--- src/rtl/frame_reader_pkg.sv ---
// Shared RAM constants used by the port-B frame reader.
// Word width and byte-lane count of the 16-bit dual-port RAM.
package frame_reader_pkg;

    localparam int WORD_W     = 16;
    localparam int BYTE_LANES = 2;

    typedef logic [WORD_W-1:0] word_t;

endpackage

--- src/rtl/sync_fifo.sv ---
// Small first-word-fall-through FIFO with registered status flags.
// Storage is cleared on reset so the head word reads as zero.
module sync_fifo #(
    parameter int WIDTH = 17,
    parameter int DEPTH = 4
) (
    input  logic                     clk_i,
    input  logic                     rst_i,
    input  logic                     push_i,
    input  logic [WIDTH-1:0]         din_i,
    input  logic                     pop_i,
    output logic [WIDTH-1:0]         dout_o,
    output logic                     full_o,
    output logic                     empty_o,
    output logic [$clog2(DEPTH):0]   count_o
);

    localparam int AW = $clog2(DEPTH);
    localparam logic [AW:0] FULL_CNT = (AW+1)'(DEPTH);
    localparam logic [AW:0] CNT_ONE  = (AW+1)'(1);
    localparam logic [AW-1:0] PTR_ONE = AW'(1);

    logic [WIDTH-1:0] mem_q [DEPTH];
    logic [AW-1:0]    wr_q, rd_q;
    logic [AW:0]      count_q, count_d;
    logic             full_q, empty_q;
    logic             do_push, do_pop;

    assign do_push = push_i & ~full_q;
    assign do_pop  = pop_i & ~empty_q;

    always_comb begin
        count_d = count_q;
        unique case ({do_push, do_pop})
            2'b10:   count_d = count_q + CNT_ONE;
            2'b01:   count_d = count_q - CNT_ONE;
            default: count_d = count_q;
        endcase
    end

    always_ff @(posedge clk_i) begin
        if (rst_i) begin
            for (int i = 0; i < DEPTH; i++) mem_q[i] <= '0;
            wr_q    <= '0;
            rd_q    <= '0;
            count_q <= '0;
            full_q  <= 1'b0;
            empty_q <= 1'b1;
        end else begin
            if (do_push) begin
                mem_q[wr_q] <= din_i;
                wr_q        <= wr_q + PTR_ONE;
            end
            if (do_pop) rd_q <= rd_q + PTR_ONE;
            count_q <= count_d;
            full_q  <= (count_d == FULL_CNT);
            empty_q <= (count_d == '0);
        end
    end

    assign dout_o  = mem_q[rd_q];
    assign full_o  = full_q;
    assign empty_o = empty_q;
    assign count_o = count_q;

endmodule

--- src/rtl/frame_reader.sv ---
// Streams a frame of consecutive words from RAM port B onto a
// valid/ready interface, buffering through a small FIFO.
module frame_reader
    import frame_reader_pkg::*;
#(
    parameter int DEPTH         = 16384,
    parameter int ADDRESS_WIDTH = $clog2(DEPTH),
    parameter int FIFO_DEPTH    = 4
) (
    input  logic                     clk,
    input  logic                     rst,
    input  logic                     start,
    input  logic [ADDRESS_WIDTH-1:0] base_addr,
    input  logic [ADDRESS_WIDTH:0]   frame_words,
    output logic [ADDRESS_WIDTH-1:0] addr_b,
    input  logic [WORD_W-1:0]        q_b,
    output logic                     out_valid,
    input  logic                     out_ready,
    output logic [WORD_W-1:0]        out_data,
    output logic                     out_last,
    output logic                     busy
);

    localparam int CW = $clog2(FIFO_DEPTH) + 1;
    localparam int FW = WORD_W + 1;
    localparam logic [CW:0]              FIFO_CAP = (CW+1)'(FIFO_DEPTH);
    localparam logic [ADDRESS_WIDTH:0]   REM_ONE  = (ADDRESS_WIDTH+1)'(1);
    localparam logic [ADDRESS_WIDTH-1:0] ADDR_ONE = ADDRESS_WIDTH'(1);

    typedef enum logic [1:0] {S_IDLE, S_FETCH, S_DRAIN} state_e;

    state_e                   state_q, state_d;
    logic [ADDRESS_WIDTH-1:0] addr_q, addr_d;
    logic [ADDRESS_WIDTH-1:0] held_q, held_d;
    logic [ADDRESS_WIDTH:0]   rem_q, rem_d;
    logic                     inflight_q, inflight_last_q;
    logic                     issue, pop, final_rd;
    logic                     fifo_full, fifo_empty;
    logic [CW-1:0]            fifo_count;
    logic [FW-1:0]            fifo_dout;
    logic [CW:0]              occ;

    // Words buffered plus the read whose data lands next cycle.
    assign occ      = {1'b0, fifo_count} + {{CW{1'b0}}, inflight_q};
    assign pop      = out_valid & out_ready;
    assign final_rd = issue & (rem_q == REM_ONE);

    always_ff @(posedge clk) begin
        if (rst) state_q <= S_IDLE;
        else     state_q <= state_d;
    end

    always_comb begin
        state_d = state_q;
        unique case (state_q)
            S_IDLE:  if (start) state_d = S_FETCH;
            S_FETCH: if (final_rd) state_d = S_DRAIN;
            S_DRAIN: if (pop && out_last) state_d = S_IDLE;
            default: state_d = S_IDLE;
        endcase
    end

    always_comb begin
        issue = 1'b0;
        busy  = 1'b0;
        unique case (state_q)
            S_FETCH: begin
                issue = (occ < FIFO_CAP) && !fifo_full;
                busy  = 1'b1;
            end
            S_DRAIN: busy = 1'b1;
            default: begin
                issue = 1'b0;
                busy  = 1'b0;
            end
        endcase
    end

    always_comb begin
        addr_d = addr_q;
        rem_d  = rem_q;
        held_d = held_q;
        if (state_q == S_IDLE && start) begin
            addr_d = base_addr;
            rem_d  = (frame_words == '0) ? REM_ONE : frame_words;
        end else if (issue) begin
            addr_d = addr_q + ADDR_ONE;
            rem_d  = rem_q - REM_ONE;
            held_d = addr_q;
        end
    end

    always_ff @(posedge clk) begin
        if (rst) begin
            addr_q          <= '0;
            held_q          <= '0;
            rem_q           <= '0;
            inflight_q      <= 1'b0;
            inflight_last_q <= 1'b0;
        end else begin
            addr_q          <= addr_d;
            held_q          <= held_d;
            rem_q           <= rem_d;
            inflight_q      <= issue;
            inflight_last_q <= final_rd;
        end
    end

    assign addr_b = issue ? addr_q : held_q;

    sync_fifo #(
        .WIDTH (FW),
        .DEPTH (FIFO_DEPTH)
    ) u_fifo (
        .clk_i   (clk),
        .rst_i   (rst),
        .push_i  (inflight_q),
        .din_i   ({inflight_last_q, q_b}),
        .pop_i   (pop),
        .dout_o  (fifo_dout),
        .full_o  (fifo_full),
        .empty_o (fifo_empty),
        .count_o (fifo_count)
    );

    assign out_valid = ~fifo_empty;
    assign out_data  = fifo_dout[WORD_W-1:0];
    assign out_last  = fifo_dout[WORD_W] & out_valid;

endmodule

--- config.mk ---
export PLATFORM = sky130hd
export DESIGN_NAME = frame_reader
export DESIGN_NICKNAME = d
export VERILOG_FILES = /design/src/rtl/frame_reader_pkg.sv /design/src/rtl/sync_fifo.sv /design/src/rtl/frame_reader.sv
export SDC_FILE = /design/constraint.sdc
export NUM_CORES = 1
export LEC_CHECK = 0
export BUFFER_PORTS_ARGS = -buffer_cell sky130_fd_sc_hd__buf_4
export CAP_MARGIN = 15
export CORE_ASPECT_RATIO = 0.9
export CORE_MARGIN = 2
export CORE_UTILIZATION = 52
export CTS_CLUSTER_SIZE = 25
export DETAILED_ROUTE_END_ITERATION = 6
export PLACE_DENSITY = 0.76
export RECOVER_POWER = 25
export SYNTH_ARGS = -nofsm -noshare
export SYNTH_HDL_FRONTEND = slang
export SYNTH_SLANG_ARGS = --single-unit
--- constraint.sdc ---
create_clock -name clk -period 2.4 [get_ports clk]
set_clock_uncertainty 0.15 [all_clocks]
set_input_delay 0.36 -clock clk [delete_from_list [all_inputs] [get_ports clk]]
set_output_delay 0.36 -clock clk [all_outputs]
set_load 0.02 [all_outputs]
Yosys cells after proc, flatten, opt, wreduce, memory -nomap -nowiden
Memory sizes are Yosys's and may differ from the RTL's. A register that Yosys moved wholly into a read port is not among the register bits.
Cells that the tools add are included.
Widths: inputs -> output; s select.

word-level totals
  logic and storage cells = 70
  bits in registers = 56
  input port bits = 49
  ROM bits = 0
  memories = 1
  bits in latches = 0
  RAM bits = 68

operators by class
  equality and inequality tests = 9
  bitwise operators = 7
  shifts and indexed selects = 0
  div/mod/pow operators = 0
  $mul = 0
  reduce and logical (&&, ||, !) cells = 11
  $add $sub $neg = 7
  $lt $le $gt $ge = 1
  mux-type cells = 23

memories
  name          depth  bits a word  rd ports  clocked after Yosys merged registers in  write ports  line             text
  u_fifo.mem_q  4      17           1         1                                        4            sync_fifo.sv:23  logic [WIDTH-1:0] mem_q [DEPTH];

operator list
  kind                   number
  $mux 15                3
  $mux 14                3
  $mux 17                1
  $reduce_or 17->1       1
  $eq 15x1->1 const B    1
  $logic_not 15->1       1
  $sub 15x1->15 const B  1
  $add 14x1->14 const B  1
  $mux 2                 6
  $mux 1                 8
  $ne 2x2->1 const B     3
  $pmux 2 s3             1
  $pmux 3 s2             1
  $and 1x1->1            5
  $add 2x1->2 const B    2
  $add 3x1->4            1
  $eq 2x1->1 const B     2
  $eq 2x2->1 const B     2
  $lt 4x3->1 const B     1
  $add 3x1->3 const B    1
  $eq 3x3->1 const B     1
  $logic_and 1x1->1      3
  $logic_not 3->1        1
  $reduce_and 3->1       1
  other kinds (6)        7

Longest topological paths before layout
  word-level depth = 7
  depth in mapped cells = 10
  gate-level depth less buffers = 10

Modules after synthesis
Synthesis repeated with hierarchy kept, for this count alone.

unflattened totals
  cell total of the unflattened synthesis = 526
  area total of the unflattened synthesis = 5950.7 um2

modules (own cells, without submodules)
  module        seq. area each (um2)  times used  area each (um2)  cells each
  sync_fifo     2262.2                1           3458.3           223
  frame_reader  940.9                 1           2492.4           303

Worst setup path before layout
OpenSTA, ideal clock, no wires.

  kind = reg2reg
  start = register inflight_q
  end = memory u_fifo.mem_q[1][0], enable pin
  clock period less this slack = 2.491 ns
  stages on the path, launching flop included = 4
  slack = -0.091 ns
  arrival = 1.927 ns
  buffers on the path = 0
  data required time = 1.835 ns
  setup time = 0.415 ns
  cell sequence = dfxtp_1 -> nor2b_1 -> inv_1 -> o21ai_0

RTL lines
  element                 line                 text
  from (decl)             frame_reader.sv:36   logic inflight_q, inflight_last_q;
  from (signal assigned)  frame_reader.sv:104  inflight_q <= issue;
  to (decl)               sync_fifo.sv:23

Worst setup path after layout
  start = register state_q[1]
  end = output port addr_b[10]

between the ends
  cells in the longest elaborated chain, start to end = 3

ends and longest elaborated chain
  element                 line                text
  from (decl)             frame_reader.sv:32  state_e state_q, state_d;
  from (signal assigned)  frame_reader.sv:50  else state_q <= state_d;
  $eq 2x1->1              frame_reader.sv:66  unique case (state_q)
  $mux 1                  frame_reader.sv:66
  $mux 14                 -
  to (decl)               frame_reader.sv:15  output logic [ADDRESS_WIDTH-1:0] addr_b,

Every way passes these cells.

==> out/metrics.cfg <==
[clocking]
h-tree-depth=4
clock_latency_ps=410
cts_tree=done
cts-root-buf=clkbuf_16
cts_max_path_buffers=2
clkSinkCount=126
numCtsBuffers=17
cts.clk_slew.worst_paths_ps=50

[sta]
finalHoldViolCount=0
fin_crit_ps=2510
tightest_slew_ps=484
fmax_mhz=399
worst_slack_ps=-108
fin_hold_ws_ps=37.8
setup_viol_count_final=11
tns_ps=-942
rsz0062_at_grt=true
relSlewSlack_pct=67.6
slew_violations=0
finalCritPeriodShare_pct=104

[critical_path]
arrival_ps=2000
end_kind=primary output
critical_path_buf_inv_count=3
worstPathCellList=inv_4 > ha_4 > or3b_4 > nor2_4 > clkbuf_16 > nand2_2 > nand2_2 > buf_6
crit_top_cell=nand2_2
r2r_slack_ps=10
critPathLaunchType=register
critical_path_required_ps=1890
slowest_stage=or3b_4
crit_fanout=6
crit_type=register to primary output
critPathMaxStageDelay_ps=410
cp_top_family=simple AND/OR/NAND/NOR gates

[status]
status=complete, but fails checks
violations=negative setup slack

[global_routing]
use_met2_pct=38.8
grt_max_degree=42
grt_pass1_wl_mm=21.9
grt_pass1_vias=4503
grt_use_total_pct=23.4
overflow=0
top_usage_layer=met2
antenna_found_initial=0
grt.met3_usage_pct=5.80
met1_usage_pct=30.3

[floorplan]
io_pins=82
die_h_um=105
core_area_um2=10900
initial_utilization_pct=53.7
die-area_um2=12100
rows=36
dieWidth_um=116

[worst_hold_path]
hp-class=input port to register

[detailed_routing]
wl_per_cell_um=16.6
via_count=4484
initialDrtViolationCount=298
first_pass_iters=4
vias_per_cell=5.42
drc=0
routed_wl_mm=13.7
drtAntennaViolNets=0

[placed_design]
hpwlAfterDp_mm=8.93
gp_congestion=0.892
place_inst=787
port_buffers=81

[synth]
yosysTopAreaCellShare_pct=34.9
synth_area_leaders=edfxtp_1, dfxtp_1, nand2_1
avgSynthCellArea_um2=10.4
syn_area_um2=5850
async_flop_share_pct=0
synth-edff-count=68
synth_seq_cells=126
synth_area_leader_cell=edfxtp_1
syn_inst=561
synth_commonest_cells=nand2_1, edfxtp_1, dfxtp_1
synth.most_common_cell=nand2_1
ys.flop_type=edfxtp_1
syn_nets=619
synth_cell_types=49
yosysWarnings=0
seq_area_frac_synth_pct=54.7

[power]
leakage_uw=0.00298
total_power_uw=7210
peakVddDrop_v=0.000584
power_density_nw_per_um2=964

[layout]
n_antenna_cell=0
final_util_pct=68.6
final_cells=827
layout-drive-gt1-share_pct=28.0
area.growth.synth_to_final_pct=27.8
finalNetCount=720

[run]
cap_viol_max_count=0

[final cells by class]
cell class              count  area [um2]
inverters                  33         126
fillers                   811        3420
well taps                 152         190
clock buffers              20         458
repair buffers            111         938
clock inverters            12        87.6
multi-input cells         373        2470
flip-flops and latches    126        3210
[metal layers]
metal,share of wire (%),routed length [um]
met3,5.4,738
met1,43,5840
met2,51,6960
met5,0,0
met4,1.3,180
[timing repair]
action,CTS,global route
setup buffers,2,4
gates cloned,1,1
pin swaps,1,8
setup endpoints to repair,14,16
hold buffers,0,0
resized for setup,22,17
[cell usage in the layout, fill, tap and decap left out, types with 9 or more instances in the layout]
cell        n
xnor2_1    18
nor2_1     57
nand2_1    88
o21ai_0    23
mux4_2     16
buf_6      11
a21oi_1    38
and2_1     18
edfxtp_1   68
buf_4      95
xor2_1     16
inv_1      32
nand2_2     9
dfxtp_1    56
clkbuf_16  19
[worst reg2reg max path: stages, from the launching register on]
cell	delay [ps]
dfxtp_2	330
inv_4	60
ha_4	150
or3b_4	410
nor2_4	190
buf_4	140
buf_4	100
bufbuf_16	270
nand4_1	110
xor2_1	180
a211oi_1	220
[cell families (layout without fill, tap and decap cells)]
logic type,Yosys count,count (layout),synth area share (%)
xor+xnor,34,34,5.09
mux,20,20,6.84
flops,126,126,54.7
fa+ha+maj,9,9,2.05
simple gates,232,232,19.6
compound gates,78,78,7.33
buf+inv,62,176,4.38
[state kept, by name, indices dropped and copies added (netlist names), named ones only]
name             cells
u_fifo.mem_q        68
held_q              14
rem_q               15
u_fifo.wr_q          2
u_fifo.count_o       3
inflight_q           1
u_fifo.full_o        1
u_fifo.rd_q          2
inflight_last_q      1
u_fifo.empty_o       1
state_q              2
addr_q              14
[power breakdown]
| part | switching [uW] | internal, uW |
|---|---|---|
| clock network | 958 | 1380 |
| logic | 1130 | 962 |
| registers | 233 | 2540 |
[metrics by stage]
step	worst slack, ps	area [um2]
global route	-162	7480
finish	-108	7480
floorplan	-91.2	5850
global placement	254	6710
CTS	-81.4	7370
detailed placement	174	6710
[final timing paths]
check                                  end  cells after the start  startpoint
worst max register to register    rem_q[8]                     10  state_q[1]
worst min register to register  held_q[11]                      2  held_q[11]
worst max-delay path            addr_b[10]                      8  state_q[1]
worst min-delay path              register                      2         rst
(Power assumes the default switching activity.)
